**src/rtl/logic_latch_pipe.sv**
```systemverilog
// Registered WIDTH-bit two-operand logic unit with a DEPTH-stage valid-tagged pipeline, stall and saturating result counter.
// Optional feature: define LOGIC_LATCH_PIPE_PARITY_EN to add parity_out, registered alongside out.
module logic_latch_pipe #(
    parameter int WIDTH   = 1,
    parameter int DEPTH   = 1,
    parameter int COUNT_W = 8
) (
    input  logic               clock,
    input  logic               reset,
    input  logic [WIDTH-1:0]   a_in,
    input  logic [WIDTH-1:0]   b_in,
    input  logic [1:0]         op,
    input  logic               valid_in,
    input  logic               hold,
    output logic [WIDTH-1:0]   out,
    output logic               valid_out,
    output logic [COUNT_W-1:0] result_count
`ifdef LOGIC_LATCH_PIPE_PARITY_EN
    ,
    output logic               parity_out
`endif
);

    localparam logic [1:0]         OP_AND    = 2'd0;
    localparam logic [1:0]         OP_OR     = 2'd1;
    localparam logic [1:0]         OP_XOR    = 2'd2;
    localparam logic [1:0]         OP_NAND   = 2'd3;
    localparam logic [COUNT_W-1:0] COUNT_MAX = {COUNT_W{1'b1}};

    function automatic logic [WIDTH-1:0] apply_op(
        input logic [1:0]       sel,
        input logic [WIDTH-1:0] a,
        input logic [WIDTH-1:0] b
    );
        logic [WIDTH-1:0] r;
        case (sel)
            OP_AND:  r = a & b;
            OP_OR:   r = a | b;
            OP_XOR:  r = a ^ b;
            OP_NAND: r = ~(a & b);
            default: r = {WIDTH{1'b0}};
        endcase
        return r;
    endfunction

    function automatic logic even_parity(input logic [WIDTH-1:0] d);
        return ^d;
    endfunction

    logic [DEPTH-1:0][WIDTH-1:0] data_d;
    logic [DEPTH-1:0][WIDTH-1:0] data_q;
    logic [DEPTH-1:0]            valid_d;
    logic [DEPTH-1:0]            valid_q;
    logic [COUNT_W-1:0]          count_d;
    logic [COUNT_W-1:0]          count_q;

    // Next-state: hold freezes everything; otherwise stage 0 samples op/operands and the rest shift forward.
    always_comb begin
        data_d  = data_q;
        valid_d = valid_q;
        count_d = count_q;
        if (!hold) begin
            data_d[0]  = apply_op(op, a_in, b_in);
            valid_d[0] = valid_in;
            for (int i = 1; i < DEPTH; i++) begin
                data_d[i]  = data_q[i-1];
                valid_d[i] = valid_q[i-1];
            end
            // Count what the final stage is about to present, never wrapping.
            if (valid_d[DEPTH-1] && (count_q != COUNT_MAX)) begin
                count_d = count_q + COUNT_W'(1);
            end else begin
                count_d = count_q;
            end
        end else begin
            data_d  = data_q;
            valid_d = valid_q;
            count_d = count_q;
        end
    end

    // Pipeline and counter registers; reset discards everything in flight at once.
    always_ff @(posedge clock or posedge reset) begin
        if (reset) begin
            data_q  <= '0;
            valid_q <= '0;
            count_q <= '0;
        end else begin
            data_q  <= data_d;
            valid_q <= valid_d;
            count_q <= count_d;
        end
    end

    assign out          = data_q[DEPTH-1];
    assign valid_out    = valid_q[DEPTH-1];
    assign result_count = count_q;

`ifdef LOGIC_LATCH_PIPE_PARITY_EN
    logic parity_d;
    logic parity_q;

    // Parity follows the final-stage data load so it stays aligned with out.
    always_comb begin
        parity_d = parity_q;
        if (!hold) begin
            parity_d = even_parity(data_d[DEPTH-1]);
        end else begin
            parity_d = parity_q;
        end
    end

    // Parity register, reset and frozen exactly like the final data stage.
    always_ff @(posedge clock or posedge reset) begin
        if (reset) begin
            parity_q <= 1'b0;
        end else begin
            parity_q <= parity_d;
        end
    end

    assign parity_out = parity_q;
`endif

endmodule

```
**config.mk**
```make
export PLATFORM = sky130hd
export DESIGN_NAME = logic_latch_pipe
export DESIGN_NICKNAME = d
export VERILOG_FILES = /design/src/rtl/logic_latch_pipe.sv
export SDC_FILE = /design/constraint.sdc
export NUM_CORES = 1
export LEC_CHECK = 0
export CAP_MARGIN = 15
export CORE_MARGIN = 4
export CORE_UTILIZATION = 35
export CTS_BUF_LIST = sky130_fd_sc_hd__clkbuf_4 sky130_fd_sc_hd__clkbuf_8 sky130_fd_sc_hd__clkbuf_16
export CTS_CLUSTER_DIAMETER = 30
export DETAILED_ROUTE_END_ITERATION = 8
export PLACE_DENSITY_LB_ADDON = 0.3
export SETUP_SLACK_MARGIN = 0.2
export SYNTH_ARGS = -nofsm -noshare
export SYNTH_HDL_FRONTEND = slang
export SYNTH_SLANG_ARGS = --single-unit
```
**constraint.sdc**
```tcl
create_clock -name clock -period 2.6 [get_ports clock]
set_input_delay 0.39 -clock clock [delete_from_list [all_inputs] [get_ports clock]]
set_output_delay 0.39 -clock clock [all_outputs]
set_load 0.005 [all_outputs]
```
==> flow_metrics.tcl <==
set metrics [dict create \
    status "complete, no violations" \
    post-cts-setup-buffer-count 0 \
    synth_top_area_share_pct 46.30 \
    yosys-top-cells-area "sky130_fd_sc_hd__dfrtp_1, sky130_fd_sc_hd__ha_1, sky130_fd_sc_hd__mux2_2" \
    maxCapViolations 0 \
    ys_seq_elements 10 \
    nNetsFinal 83 \
    critical_path_peak_fanout 8 \
    wl_per_instance_um 12.54 \
    synthesis.yosys.warnings 0 \
    dominantRegCellSynth "sky130_fd_sc_hd__dfrtp_1" \
    worstHoldPathType "input pin to async pin" \
    clock_tree_from_tritoncts "done" \
    fin_crit_sh_pct 64.28 \
    first_global_vias 423 \
    clk_root_buffer_cell "sky130_fd_sc_hd__clkbuf_4" \
    yosys-top-cells-count "sky130_fd_sc_hd__dfrtp_1, sky130_fd_sc_hd__a21oi_1" \
    cts.clk_slew.worst_paths_ns 0.06 \
    rsz_0062_raised_after_global_routing "no" \
    floorplan.io_pins 18 \
    postLayoutCellArea_um2 752.0 \
    synth_seq_area_share_pct 46.30 \
    detail_route.wirelength_um 1066 \
    areaGrowthSynthToFinish_pct 39.12 \
    ratio_of_total_power_to_cell_area_nw_per_um2 809.0 \
    cts-htree-levels 1 \
    tightestPinTransition_ns 0.3736 \
    final.setup.worst_slack_ns 0.9287 \
    synth.avg_cell_area_um2 10.81 \
    timing.setup.tns_ns 0 \
    max-slew-margin-rel_pct 75.07 \
    hold_fix_buffers_cts 0 \
    grt_antenna_before_repair 0 \
    pin_count_of_the_biggest_net_entering_global_routing 11 \
    post-place-cells 82 \
    place_area_um2 729.5 \
    dp_worst_setup_slack_ns 0.7532 \
    maxSlewViolCount 0 \
    worst_path_dominant_cell_family "buffers and inverters" \
    worst_ep_arrival_time_ns 1.28 \
    vias_per_cell 5.282 \
    core_area_um2 1383 \
    category_of_the_worst_setup_path_launch_point "register" \
    die_height_um 47.30 \
    vias 449 \
    detailed_place_hpwl_um 813.6 \
    buffers_from_clock_root_to_sink_at_most 2 \
    leakagePower_nw 0.3306 \
    post_synth_num_cell_types 23 \
    drive_gt1_share_pct 14.29 \
    fin_worst_skew_ns 0.0004304 \
    synthArstFlopShare_pct 100.0 \
    diodes 0 \
    drt_iter0_markers 7 \
    max_clock_freq_mhz 598.3 \
    path_class "register to output pin" \
    start_util_pct 39.09 \
    clkLatencyLatePin_ns 0.26 \
    total_clock_buffers_created_by_cts 3 \
    max_stage_delay_ns 0.55 \
    count_of_buffers_from_port_buffering 17 \
    cts_sinks 10 \
    synth_top_area_cell "sky130_fd_sc_hd__dfrtp_1" \
    cp_slowest_cell "sky130_fd_sc_hd__clkdlybuf4s50_1" \
    remaining_drc_errors 0 \
    syn-num-nets 61 \
    final_antenna_violating_net_count 0 \
    die_w_um 47.30 \
    cp_data_required_time_ns 2.21 \
    gp_congestion 0.7861 \
    std_cell_rows 13 \
    netlist_area_before_placement_um2 540.5 \
    post_cts_resized 0 \
    drt-pass1-iter-count 4 \
    syn_inst 50 \
    grt_overflow 0 \
    vdd_ir_drop_max_mv 0.4751 \
    finalNonFillerCells 85 \
    grt_first_pass_wirelength_um 1635 \
    cp-end-kind "output pin" \
    design.die.area_um2 2237 \
    hold_violations 0 \
    finalSetupViolations 0 \
    synth.most_common_cell "sky130_fd_sc_hd__dfrtp_1" \
    final_worst_path_period_need_ns 1.671 \
    track_usage_pct 10.83 \
    cp.buffers_inverters 1 \
    number_of_synthesized_flops_with_an_enable_pin 0 \
    crit_path_cell_trace "clkdlybuf4s50_1" \
]
final cells by class:
type                            instances  area (um2)
Timing Repair Buffer                   17       170.2
Fill cell                             121       630.6
Multi-Input combinational cell         37       279.0
Tap cell                               15       18.77
Inverter                                3       11.26
Sequential cell                        10       250.2
Clock buffer                            3       22.52
power by group:
part | switching [mW] | total [mW] | leakage (nW) | internal (mW)
clock | 0.0520 | 0.106 | 0.0138 | 0.0535
combinational | 0.0722 | 0.225 | 0.193 | 0.153
sequential | 0.0710 | 0.278 | 0.124 | 0.207
metal layers:
layer / track usage [%] / vias to the layer above / part of all wire (%)
met1: 12.65 / 205 / 47
li1: - / 226 / -
met3: 2.299 / 4 / 7.0
met2: 16.31 / 14 / 43
met4: 9.945 / 0 / 2.7
met5: 0 / - / 0
sequential cells by signal, summed over array words and instances, names as in the netlist:
register	flops
result_count	8
valid_out	1
out	1
cell families after synthesis:
kind of cell | count (synthesis) | share of synthesized area (%)
adders and majority gates | 3 | 6.945
and+or+nand+nor | 14 | 17.36
muxes | 4 | 9.027
AOI/OAI and AO/OA | 15 | 16.67
buffers and inverters | 3 | 2.083
xor gates and xnor gates | 1 | 1.621
DFF | 10 | 46.30
worst paths after layout:
path	from	depth (start not counted)	to	slack, ns
setup / recovery	result_count[6]	1	result_count[6]	0.93
hold / removal	reset	2	valid_out	0.39
setup reg to reg	result_count[0]	4	result_count[1]	1.05
hold reg to reg	valid_out	1	valid_out	0.48
max in group asynchronous	reset	2	result_count[4]	1.94
min in group clock	valid_out	1	valid_out	0.48
cell usage in the layout, fill, tap and decap left out:
cell type                          n
sky130_fd_sc_hd__clkdlybuf4s50_1  17
sky130_fd_sc_hd__dfrtp_1          10
sky130_fd_sc_hd__a21oi_1           6
sky130_fd_sc_hd__nand3_1           3
sky130_fd_sc_hd__and3_1            3
sky130_fd_sc_hd__mux2_2            3
sky130_fd_sc_hd__nand2_1           3
sky130_fd_sc_hd__inv_1             3
sky130_fd_sc_hd__ha_1              3
sky130_fd_sc_hd__clkbuf_4          3
sky130_fd_sc_hd__o21ai_0           2
sky130_fd_sc_hd__nor2b_4           1
sky130_fd_sc_hd__nor3b_1           1
sky130_fd_sc_hd__nand4_1           1
sky130_fd_sc_hd__o21ai_1           1
sky130_fd_sc_hd__xnor2_1           1
sky130_fd_sc_hd__and4_4            1
sky130_fd_sc_hd__a21boi_0          1
sky130_fd_sc_hd__a31oi_1           1
sky130_fd_sc_hd__a41oi_1           1
sky130_fd_sc_hd__a21o_1            1
sky130_fd_sc_hd__o211ai_1          1
sky130_fd_sc_hd__o21a_1            1
sky130_fd_sc_hd__nand3_2           1
sky130_fd_sc_hd__mux2_4            1
per-stage QoR:
step	total power, mW	hold WS [ns]	util [%]
after floorplan	0.3675	0.2302	-
after global placement	0.5053	0.4731	52.76
after detailed placement	0.5077	0.4660	52.76
after CTS	0.6153	0.4056	54.39
after global routing	0.6492	0.4205	54.39
final	0.6083	0.3929	54.39
No activity file was read; power rests on OpenSTA's default activity.
